$ cat src/rtl/dtree_pkg.sv
// dtree_pkg: shared defaults and FSM state encoding for the decision-tree feature loader.
package dtree_pkg;
    localparam int NUM_FEAT_DEF = 4;
    localparam int FEAT_W_DEF   = 8;
    localparam int CLASS_W_DEF  = 2;
    typedef enum logic [1:0] {COLLECT, EVAL, HOLD} state_t;
endpackage

$ cat src/rtl/dtree_feat_shreg.sv
// dtree_feat_shreg: feature slot register file with auto-incrementing write index.
module dtree_feat_shreg #(
    parameter int NUM_FEAT = 4,
    parameter int FEAT_W   = 8,
    parameter int IDX_W    = 2
) (
    input  logic                       clk,
    input  logic                       rst,
    input  logic                       we_i,
    input  logic                       restart_i,
    input  logic [FEAT_W-1:0]          data_i,
    output logic [IDX_W-1:0]           idx_o,
    output logic [NUM_FEAT*FEAT_W-1:0] feat_o
);
    logic [IDX_W-1:0]           idx_q;
    logic [NUM_FEAT*FEAT_W-1:0] feat_q;
    always_ff @(posedge clk) begin
        if (rst) begin
            idx_q  <= '0;
            feat_q <= '0;
        end else if (we_i) begin
            feat_q[idx_q*FEAT_W +: FEAT_W] <= data_i;
            idx_q                          <= restart_i ? '0 : idx_q + 1'b1;
        end
    end
    assign idx_o  = idx_q;
    assign feat_o = feat_q;
endmodule

$ cat src/rtl/dtree_feature_loader.sv
// dtree_feature_loader: collects a feature byte stream, holds it for an external
// combinational decision tree, and returns the registered class over a handshake.
module dtree_feature_loader
    import dtree_pkg::*;
#(
    parameter int NUM_FEAT = NUM_FEAT_DEF,
    parameter int FEAT_W   = FEAT_W_DEF,
    parameter int CLASS_W  = CLASS_W_DEF,
    parameter int CNT_W    = 16
) (
    input  logic                       clk,
    input  logic                       rst,
    input  logic                       in_valid,
    output logic                       in_ready,
    input  logic [FEAT_W-1:0]          in_data,
    input  logic                       in_last,
    output logic [NUM_FEAT*FEAT_W-1:0] feat_bus,
    input  logic [CLASS_W-1:0]         tree_class,
    output logic                       out_valid,
    input  logic                       out_ready,
    output logic [CLASS_W-1:0]         out_class,
    output logic                       frame_err,
    output logic [CNT_W-1:0]           sample_cnt
);
    localparam int IDX_W = NUM_FEAT > 1 ? $clog2(NUM_FEAT) : 1;
    state_t             state_q;
    logic               out_valid_q, frame_err_q;
    logic [CLASS_W-1:0] out_class_q;
    logic [CNT_W-1:0]   cnt_q;
    logic [IDX_W-1:0]   idx;
    logic               accept, at_end, good, bad;
    assign in_ready = state_q == COLLECT;
    assign accept   = in_valid && in_ready;
    assign at_end   = idx == IDX_W'(NUM_FEAT - 1);
    assign good     = accept && in_last && at_end;
    // a last flag off the final slot, or a final slot without last, is malformed
    assign bad      = accept && (in_last ^ at_end);
    dtree_feat_shreg #(.NUM_FEAT(NUM_FEAT), .FEAT_W(FEAT_W), .IDX_W(IDX_W)) u_shreg (
        .clk       (clk),
        .rst       (rst),
        .we_i      (accept),
        .restart_i (in_last || at_end),
        .data_i    (in_data),
        .idx_o     (idx),
        .feat_o    (feat_bus)
    );
    always_ff @(posedge clk) begin
        if (rst) begin
            state_q     <= COLLECT;
            out_valid_q <= 1'b0;
            out_class_q <= '0;
            frame_err_q <= 1'b0;
            cnt_q       <= '0;
        end else begin
            frame_err_q <= bad;
            case (state_q)
                COLLECT: if (good) state_q <= EVAL;
                EVAL: begin
                    out_class_q <= tree_class;
                    out_valid_q <= 1'b1;
                    state_q     <= HOLD;
                end
                HOLD: if (out_ready) begin
                    out_valid_q <= 1'b0;
                    state_q     <= COLLECT;
                    if (~&cnt_q) cnt_q <= cnt_q + 1'b1;
                end
                default: state_q <= COLLECT;
            endcase
        end
    end
    assign out_valid  = out_valid_q;
    assign out_class  = out_class_q;
    assign frame_err  = frame_err_q;
    assign sample_cnt = cnt_q;
endmodule

$ cat config.mk
export PLATFORM = sky130hd
export DESIGN_NAME = dtree_feature_loader
export DESIGN_NICKNAME = d
export VERILOG_FILES = /design/src/rtl/dtree_pkg.sv /design/src/rtl/dtree_feat_shreg.sv /design/src/rtl/dtree_feature_loader.sv
export SDC_FILE = /design/constraint.sdc
export NUM_CORES = 1
export LEC_CHECK = 0
export CORE_MARGIN = 2
export CORE_UTILIZATION = 40
export DETAILED_ROUTE_END_ITERATION = 8
export GPL_TIMING_DRIVEN = 0
export PLACE_DENSITY = 0.69
export SYNTH_ARGS = -nofsm -noshare
export SYNTH_HDL_FRONTEND = slang
export SYNTH_SLANG_ARGS = --single-unit
$ cat constraint.sdc
create_clock -name clk -period 3.6 [get_ports clk]
set_clock_uncertainty 0.15 [all_clocks]
set_input_delay 0.72 -clock clk [delete_from_list [all_inputs] [get_ports clk]]
set_output_delay 0.72 -clock clk [all_outputs]
set_load 0.02 [all_outputs]
==> impl_metrics.csv, run 1 <==
group,metric,value,unit
outcome,status,"finished, final reports clean",
critical_path,crit_path_start,"u_shreg.idx_o[0]",
logic_synthesis,syn-cell-area,0.00244,mm2
hold_path,hp-start,"u_shreg.feat_o[28]",
critical_path,cp-start-kind,"flip-flop",
global_routing,grt_pass1_vias,2059,
floorplan,fp.dieW,82.1,um
pwr,power_frac_comb,8.6,%
sta,relSlewSlack,19.5,%
job,drv_cap,0,
logic_synthesis,synth_cells,290,
critical_path,worstSetupEndpointType,"flip-flop",
global_routing,grt_overflow_total,0,
detailed_routing,route.detailed.drc,0,
clock_tree,cts_resized,0,
global_routing,antenna_found_initial,0,
clock_tree,clk_pin_slew,100,ps
floorplan,pin_count,68,
detailed_routing,ant_nets,0,
floorplan,die_h,82.1,um
global_routing,grtUsageTotal,19.3,%
clock_tree,cts_buffers,5,
logic_synthesis,synth_top_cell_by_area,"dfxtp_1",
detailed_routing,wl_per_cell,13.8,um
pwr,p_seq_share,59.1,%
critical_path,crit_type,"flip-flop to flip-flop",
detailed_routing,first_pass_iters,4,
sta,achievable-frequency,390,MHz
logic_synthesis,syn-num-nets,313,
sta,final-hold-violation-count,0,
logic_synthesis,synth_cell_types,36,
final_layout,design_area,0.00329,mm2
pwr,p_sw,264,uW
sta,finalCriticalPeriod,2570,ps
pwr,power_density,324,mW/mm2
logic_synthesis,synthTopCellsByArea,"dfxtp_1 46%, a21oi_1 9.4%, nand3_1 8.0%",
place,portBuffers,67,
sta,fin_tns_setup,0,ps
final_layout,final_nets,387,
sta,setup_viol,0,
logic_synthesis,ys_seq_elements,56,
detailed_routing,routed_wl,6.08,mm
logic_synthesis,synth_top_area_share,46.0,%
floorplan,core,0.00592,mm2
clock_tree,post_cts_buffers,0,
sta,rsz0062_at_grt,"no",
logic_synthesis,synth_warnings,0,
pwr,vdd_drop_max,177,uV
final_layout,layout_common_cells,"67 x clkdlybuf4s50_1, 56 x dfxtp_1, 46 x a21oi_1, 45 x nand2_1, 39 x nand3_1",
final_layout,final_common_cell,"clkdlybuf4s50_1",
clock_tree,clk_latency,320,ps
hold_path,hp-class,"flip-flop to flip-flop",
place,hpwlAfterDp,4.47,mm
final_layout,drive_gt1_share,5.21,%
final_layout,syn_to_final_growth,35.0,%
clock_tree,hold_buffers,0,
sta,drv_slew,0,
detailed_routing,drt_iter0_markers,110,
place,dpl_cell_area,0.00320,mm2
clock_tree,cts-root-buf,"clkbuf_8",
pwr,power_frac_clock,32.4,%
global_routing,grt_pass1_wl,9.89,mm
sta,worst_slew_pin_slew,1190,ps
clock_tree,cts_tree,"built",
floorplan,die_area,0.00673,mm2
clock_tree,cts_sinks,56,
critical_path,arrival,2660,ps
sta,period_share,71.3,%
pwr,p_leak,0.00104,uW
critical_path,cp_max_fo,8,
critical_path,reg2reg_from,"u_shreg.idx_o[0]",
logic_synthesis,seq_area_frac_synth,46.0,%
place,place.gp.congestion,0.823,
floorplan,num_rows,28,
critical_path,cp.required,3690,ps
clock_tree,h-tree-depth,2,
logic_synthesis,syn_area_per_cell,8.40,um2
clock_tree,clk_path_buf_depth,2,
floorplan,start_util,41.2,%
global_routing,grt_max_degree,18,
pwr,p_sw_share,24.8,%
pwr,internal_power,803,uW
detailed_routing,num_vias,2332,
detailed_routing,vias_per_cell,5.30,
final_layout,diodes,0,
## final timing paths
kind / to / slack, ps / cells past startpoint
setup / recovery: u_shreg.feat_o[18] / 1030 / 5
hold / removal: u_shreg.feat_o[28] / 310 / 2
hold reg to reg: u_shreg.feat_o[28] / 310 / 2
setup reg to reg: u_shreg.feat_o[18] / 1030 / 5
## routing by layer
| metal | GRT usage [%] | wire [um] |
|---|---|---|
| met1 | 25.2 | 2830 |
| met4 | 6.67 | 87 |
| met3 | 5.60 | 311 |
| met5 | 0 | 0 |
| met2 | 30.3 | 2850 |
## kinds of logic after synthesis
| kind of cell | share of synthesized area [%] |
|---|---|
| AOI/OAI and AO/OA | 13.8 |
| adders and majority gates | 4.11 |
| buffers and inverters | 4.06 |
| DFF | 46.0 |
| muxes | 2.16 |
| and+or+nand+nor | 29.9 |
## worst max-delay path: stages, from the launching register on
cell	delay (ps)
dfxtp_1	470
inv_1	170
ha_1	390
nor4b_1	970
nand3_1	160
a21oi_1	190
## stage by stage
| step | util (%) | power (uW) | std cells | worst slack, ps | hold WS [ps] |
|---|---|---|---|---|---|
| 5_1_grt | 55.6 | 1120 | 440 | 811 | 325 |
| 3_3_place_gp | 54.1 | 735 | 432 | 767 | 290 |
| 4_1_cts | 55.6 | 1080 | 440 | 1060 | 309 |
| 6_report | 55.6 | 1070 | 440 | 1030 | 308 |
| 2_1_floorplan | - | 689 | 290 | 1400 | 330 |
| 3_5_place_dp | 54.1 | 736 | 432 | 760 | 294 |
## state kept, by name, indices dropped and copies added, names as in the netlist
signal	count
out_class	2
out_valid	1
state_q	2
frame_err	1
sample_cnt	16
u_shreg.feat_o	32
u_shreg.idx_o	2
## synthesized netlist by cell type (all sizes together)
| library cell | n |
|---|---|
| mux2i | 3 |
| nand2 | 45 |
| o31ai | 9 |
| nor2 | 10 |
| nand3 | 39 |
| ha | 8 |
| o41ai | 1 |
| nand4 | 3 |
| nor3b | 4 |
| nor2b | 3 |
| nor4 | 5 |
| and4 | 2 |
| dfxtp | 56 |
| o21ai | 3 |
| or4 | 8 |
| or2 | 1 |
| a31oi | 1 |
| clkbuf | 12 |
| a21oi | 46 |
| nor3 | 3 |
| nand3b | 1 |
| o21bai | 1 |
| nand2b | 3 |
| inv | 8 |
| or4b | 1 |
| or3 | 5 |
| nor4b | 2 |
| mux2 | 2 |
| and2 | 4 |
| buf | 1 |
## power by group through the flow
| stage | registers (uW) | logic (uW) | clock network [uW] |
|---|---|---|---|
| final | 630 | 91.2 | 345 |
| after global routing | 632 | 100 | 386 |
| after CTS | 631 | 91.1 | 358 |
| after floorplan | 651 | 38.4 | 0 |
| after detailed placement | 645 | 90.8 | 0 |
| after global placement | 645 | 89.9 | 0 |
## final cells by class
class | instances | area, um2
sequential | 56 | 1120
clock inverter | 2 | 16.3
multi-input combinational | 213 | 1220
timing repair buffer | 67 | 671
buffer | 13 | 68.8
clock buffer | 6 | 72.6
tap | 75 | 93.8
fill | 549 | 2630
inverter | 8 | 30.0
Power figures use the tool's default switching activity.
==> run 2: changes to the inputs <==
Clock period 3.6 ns to 2.4 ns, I/O delays scaled along.
==> run 2 against run 1 <==
Against the previous run:
- register-to-register slack lost 980 ps
- fmax grew 9.4%
- combinational power grew 51%
- first-iteration DRC count grew 1.8%
- final cell count is the same
- critical endpoint is now u_shreg.feat_o[4]
==> impl_metrics.csv, run 2 (synthesis gave the netlist of run 1 again) <==
group,metric,value,unit
outcome,status,"finished, final reports clean",
sta,final-hold-violation-count,0,
detailed_routing,first_pass_iters,4,
place,hpwlAfterDp,4.47,mm
critical_path,r2r_end,"u_shreg.feat_o[4]",
place,dp.cells,432,
place,place.gp.congestion,0.823,
critical_path,cp_max_fo,8,
pwr,vdd_drop_max,268,uV
clock_tree,cts_tree,"built",
pwr,power_frac_clock,32.4,%
critical_path,reg2reg_from,"u_shreg.idx_o[0]",
floorplan,fp.dieW,82.1,um
place,portBuffers,67,
critical_path,crit_chain,"inv_1 -> ha_1 -> nor3_1 -> nand3_1 -> a21oi_1",
clock_tree,cts-root-buf,"clkbuf_8",
critical_path,arrival,2450,ps
pwr,p_sw,399,uW
critical_path,rrSetupSlack,50,ps
critical_path,cp_top_family,"simple AND/OR/NAND/NOR gates",
pwr,p_sw_share,24.9,%
detailed_routing,route.detailed.drc,0,
critical_path,worstSetupEndpointType,"flip-flop",
clock_tree,clk_pin_slew,100,ps
detailed_routing,num_vias,2326,
critical_path,crit_type,"flip-flop to flip-flop",
clock_tree,h-tree-depth,2,
critical_path,cp.required,2500,ps
floorplan,die_area,0.00673,mm2
sta,worst_slew_pin_slew,857,ps
hold_path,min_delay_path_depth,2,
final_layout,final_common_cell,"clkdlybuf4s50_1",
floorplan,start_util,41.2,%
final_layout,largest_reg_flops,32,
pwr,power_frac_comb,8.6,%
global_routing,grt_pass1_wl,9.92,mm
pwr,internal_power,1200,uW
sta,setup_viol,0,
critical_path,cp_slowest_cell,"nor3_1",
detailed_routing,ant_nets,0,
sta,drv_slew,0,
sta,rsz0062_at_grt,"yes",
clock_tree,cts_sinks,56,
final_layout,drive_gt1_share,5.75,%
detailed_routing,vias_per_cell,5.29,
sta,fin_tns_setup,0,ps
final_layout,layout_common_cells,"67 x clkdlybuf4s50_1, 56 x dfxtp_1, 46 x a21oi_1, 45 x nand2_1, 39 x nand3_1",
sta,finalCriticalPeriod,2350,ps
sta,period_share,97.7,%
sta,achievable-frequency,426,MHz
global_routing,grt_overflow_total,0,
final_layout,syn_to_final_growth,35.5,%
clock_tree,cts_buffers,5,
floorplan,core,0.00592,mm2
final_layout,fillers,550,
hold_path,min_delay_worst_endpoint,"u_shreg.feat_o[28]",
global_routing,grt_max_degree,18,
floorplan,num_rows,28,
clock_tree,post_cts_buffers,0,
clock_tree,clk_path_buf_depth,2,
pwr,p_leak,0.00104,uW
global_routing,grt_pass1_vias,2065,
critical_path,cp_num_buf_inv,1,
hold_path,hp-class,"flip-flop to flip-flop",
pwr,p_seq_share,59.0,%
job,drv_cap,0,
floorplan,die_h,82.1,um
critical_path,cp-start-kind,"flip-flop",
detailed_routing,routed_wl,6.11,mm
global_routing,grtUsageTotal,19.4,%
final_layout,final_nets,387,
global_routing,antenna_found_initial,0,
final_layout,diodes,0,
critical_path,rr_worst_depth,5,
sta,relSlewSlack,42.4,%
hold_path,hp-start,"u_shreg.feat_o[28]",
final_layout,stdcell_count,440,
critical_path,max_stage_delay,700,ps
detailed_routing,wl_per_cell,13.9,um
detailed_routing,drt_iter0_markers,112,
floorplan,pin_count,68,
clock_tree,clk_latency,320,ps
pwr,power_density,486,mW/mm2
## run 2: cell count changes in the layout (fill, tap and decap cells not counted)
cell | before | now
nor3b_2 | 1 | 2
nor4b_1 | 2 | 1
nor3b_1 | 3 | 2
nor4b_2 | 0 | 1
## run 2: layout make-up
type / instances / area (um2) / share of cell area, %
Sequential cell: 56 / 1120 / 34.0
Clock buffer: 6 / 72.6 / 2.20
Timing Repair Buffer: 67 / 671 / 20.3
Tap cell: 75 / 93.8 / 2.84
Clock inverter: 2 / 16.3 / 0.493
Buffer: 13 / 68.8 / 2.08
Multi-Input combinational cell: 213 / 1230 / 37.2
Inverter: 8 / 30.0 / 0.909
## run 2: power by group through the flow
stage | combinational (uW) | clock (uW) | sequential, uW
global route | 152 | 579 | 947
CTS | 137 | 537 | 946
global placement | 135 | 0 | 967
floorplan | 57.6 | 0 | 976
finish | 138 | 520 | 946
detailed placement | 136 | 0 | 967
## run 2: layer usage
layer | wire, um | part of all wire [%] | global-route usage, %
met3 | 345 | 5.6 | 5.60
met4 | 72 | 1.2 | 6.67
met1 | 2790 | 46 | 25.4
met5 | 0 | 0 | 0
met2 | 2900 | 47 | 30.3
## run 2: through the flow
stage | power [uW] | worst slack [ps] | utilization, % | hold slack, ps | area, um2
6_report | 1600 | 54.8 | 55.8 | 308 | 3300
3_5_place_dp | 1100 | -200 | 54.1 | 294 | 3200
2_1_floorplan | 1030 | 251 | - | 330 | 2440
3_3_place_gp | 1100 | -193 | 54.1 | 290 | 3200
4_1_cts | 1620 | 54.6 | 55.7 | 309 | 3300
5_1_grt | 1680 | -162 | 55.8 | 325 | 3300
## run 2: worst max-delay path by stage
stage | from | depth (start not counted) | end | slack, ps
global route | u_shreg.idx_o[0] | 5 | u_shreg.feat_o[30] | -160
floorplan | sample_cnt[5] | 4 | sample_cnt[15] | 250
global placement | out_ready | 5 | sample_cnt[15] | -190
finish | u_shreg.idx_o[0] | 5 | u_shreg.feat_o[4] | 50
CTS | u_shreg.idx_o[0] | 5 | u_shreg.feat_o[15] | 50
detailed placement | out_ready | 5 | sample_cnt[15] | -200
## run 2: what timing repair did
action                     CTS  global route
hold buffers                 0             0
setup endpoints to repair    8            24
gates resized for setup      1             1
## run 2: worst reg2reg max path, delay by kind of cell, from the launching register on
| family | cells | cell delay (ps) |
|---|---|---|
| and+or+nand+nor | 2 | 900 |
| adders and majority gates | 1 | 390 |
| buffers and inverters | 1 | 180 |
| AOI/OAI and AO/OA | 1 | 190 |
| DFF | 1 | 480 |
==> run 3: changes to the inputs <==
Settings changed: CORE_MARGIN 2 to 10, SYNTH_HIERARCHICAL set to 1.
==> run 3 against run 2 <==
Against the previous run:
- wire length rose by 1.9%
- highest routed layer unchanged
- non-clock buffer count fell by 3
- first-iteration DRC count fell by 22%
- flip-flop and latch count did not move
- synthesized area fell by 1.5%
==> impl_metrics.csv, run 3 <==
group,metric,value,unit
clock_tree,cts_tree,"built",
sta,finalCriticalPeriod,2220,ps
floorplan,fp.dieW,97.5,um
final_layout,design_area,0.00329,mm2
floorplan,core,0.00589,mm2
sta,achievable-frequency,450,MHz
global_routing,grtUsageTotal,12.6,%
critical_path,cp-start-kind,"flip-flop",
logic_synthesis,synthTopCellsByArea,"dfxtp_1 47%, nand2_1 5.3%, a22o_1 5.1%",
global_routing,antenna_found_initial,0,
global_routing,grt_overflow_total,0,
critical_path,crit_type,"flip-flop to flip-flop",
clock_tree,clk_pin_slew,100,ps
clock_tree,h-tree-depth,2,
critical_path,cp.required,2460,ps
logic_synthesis,netlist_top_cells_count,"56 x dfxtp_1, 34 x nand2_1, 18 x a21oi_1, 14 x a22o_1, 13 x nor2b_1",
critical_path,crit_top_cell,"and4_1",
sta,drv_slew,0,
critical_path,arrival,2280,ps
logic_synthesis,synth_flop_cell,"dfxtp_1",
sta,fin_ws,178,ps
final_layout,diodes,0,
logic_synthesis,synth_cells,255,
final_layout,largest_reg_flops,32,
logic_synthesis,synth_top_area_share,46.7,%
floorplan,start_util,40.8,%
floorplan,num_rows,28,
final_layout,area.sequential,0.00112,mm2
sta,setup_viol,0,
logic_synthesis,async_flop_share,0,%
global_routing,grt_pass1_vias,2014,
global_routing,grtUsageMet1,15.3,%
sta,rsz0062_at_grt,"no",
logic_synthesis,synth_cell_types,41,
logic_synthesis,synth-edff-count,0,
sta,final-hold-violation-count,0,
place,portBuffers,67,
final_layout,final_common_cell,"clkdlybuf4s50_1",
detailed_routing,first_pass_iters,4,
logic_synthesis,syn-num-nets,277,
pwr,vdd_drop_max,269,uV
critical_path,crit_chain,"ha_1 -> and4_1 -> and4_1 -> clkbuf_2 -> nor4_1 -> mux2_2",
logic_synthesis,synth_warnings,6,
detailed_routing,num_vias,2107,
logic_synthesis,synth_top_cell_by_area,"dfxtp_1",
final_layout,layout_common_cells,"66 x clkdlybuf4s50_1, 56 x dfxtp_1, 34 x nand2_1, 18 x a21oi_1, 14 x a22o_1",
floorplan,pin_count,68,
final_layout,drive_gt1_share,9.09,%
global_routing,use_met2,21.0,%
global_routing,use_met3,3.49,%
final_layout,final_nets,351,
place,dp.cells,397,
detailed_routing,route.detailed.drc,0,
hold_path,hp-class,"flip-flop to flip-flop",
clock_tree,cts_sinks,56,
job,drv_cap,0,
clock_tree,clk_path_buf_depth,2,
pwr,p_leak,0.00117,uW
final_layout,multi_input_area,0.00121,mm2
critical_path,cp_top_family,"simple AND/OR/NAND/NOR gates",
final_layout,final_util,56.0,%
final_layout,syn_to_final_growth,37.2,%
clock_tree,clk_latency,310,ps
logic_synthesis,syn_area_per_cell,9.42,um2
final_layout,fillers,554,
critical_path,cp_num_buf_inv,1,
critical_path,cp_max_fo,10,
detailed_routing,ant_nets,0,
clock_tree,cts-root-buf,"clkbuf_8",
logic_synthesis,seq_area_frac_synth,46.7,%
sta,relSlewSlack,50.3,%
detailed_routing,wl_per_cell,15.4,um
logic_synthesis,ys_seq_elements,56,
global_routing,grt_max_degree,18,
detailed_routing,drt_iter0_markers,87,
global_routing,top_usage_layer,"met2",
clock_tree,cts_buffers,5,
critical_path,worstSetupEndpointType,"flip-flop",
logic_synthesis,syn-cell-area,0.00240,mm2
global_routing,grt_pass1_wl,10.2,mm
floorplan,die_h,97.5,um
sta,worst_slew_pin_slew,746,ps
pwr,power_density,518,mW/mm2
pwr,finalPower,1710,uW
detailed_routing,routed_wl,6.23,mm
clock_tree,hold_buffers,0,
critical_path,max_stage_delay,370,ps
critical_path,cp_slowest_cell,"mux2_2",
place,place.gp.congestion,0.789,
clock_tree,post_cts_buffers,0,
detailed_routing,vias_per_cell,5.20,
final_layout,stdcell_count,405,
place,dp_slack,-316,ps
logic_synthesis,yosysMostFrequentCell,"dfxtp_1",
sta,period_share,92.6,%
place,hpwlAfterDp,4.78,mm
place,dpl_cell_area,0.00317,mm2
outcome,status,"finished, final reports clean",
floorplan,die_area,0.00950,mm2
## run 3: cell count changes in the layout (fill, tap and decap cells not counted), sizes merged, moves of 10 or more
| cell | change |
|---|---|
| nand3 | -34 |
| a21oi | -28 |
| o21ai | +17 |
| a22o | +14 |
| nand2 | -11 |
| nor2b | +10 |
## run 3: worst min-delay path: stages (launching register included)
cell     delay, ps
dfxtp_1        320
nand2_1         50
o21ai_1         50
## run 3: worst paths after layout
| kind | cells past startpoint | slack (ps) | startpoint | end |
|---|---|---|---|---|
| max | 6 | 180 | sample_cnt[0] | sample_cnt[5] |
| max reg2reg | 6 | 180 | sample_cnt[0] | sample_cnt[5] |
| min | 2 | 310 | u_shreg/feat_o[29] | u_shreg/feat_o[29] |
| min reg2reg | 2 | 310 | u_shreg/feat_o[29] | u_shreg/feat_o[29] |
## run 3: kinds of logic (layout without fill, tap and decap cells)
| group | count (synthesis) | after routing | share of synthesized area (%) |
|---|---|---|---|
| flip-flops | 56 | 56 | 46.7 |
| multiplexers | 5 | 5 | 2.19 |
| adder cells (fa/ha/maj) | 7 | 7 | 3.65 |
| AND/OR/NAND/NOR | 104 | 104 | 25.0 |
| AO/OA/AOI/OAI | 65 | 65 | 18.8 |
| buffers and inverters | 17 | 92 | 3.28 |
| XOR/XNOR | 1 | 1 | 0.365 |
## run 3: layout make-up
type                       count  area share (%)
multi-input combinational    182            36.8
sequential                    56            34.0
timing repair buffer          67            20.4
tap                           75            2.85
clock buffer                   6            2.20
buffer                        10            1.67
clock inverter                 2            1.18
inverter                       7           0.798
## run 3: per-stage QoR
step,TNS [ps],hold WS (ps)
after global routing,0,329
after CTS,0,311
after floorplan,0,329
final,0,306
after detailed placement,-1980,292
after global placement,-1780,284
## run 3: what timing repair did
| action | in CTS | in global routing |
|---|---|---|
| resized for setup | 1 | 4 |
| endpoints found under the setup margin | 2 | 13 |
| cloned | 0 | 0 |
## run 3: per-layer routing
| metal | vias to the layer above | part of all wire, % |
|---|---|---|
| li1 | 1073 | - |
| met1 | 991 | 45 |
| met2 | 41 | 50 |
| met3 | 2 | 4.9 |
| met4 | 0 | 0.31 |
| met5 | - | 0 |
## run 3: where the power goes
group	internal [uW]	leakage [uW]	switching, uW
registers	940	0.000452	8.61
clock network	316	0.0000558	300
logic	64.6	0.000661	79.2
total	1320	0.00117	388
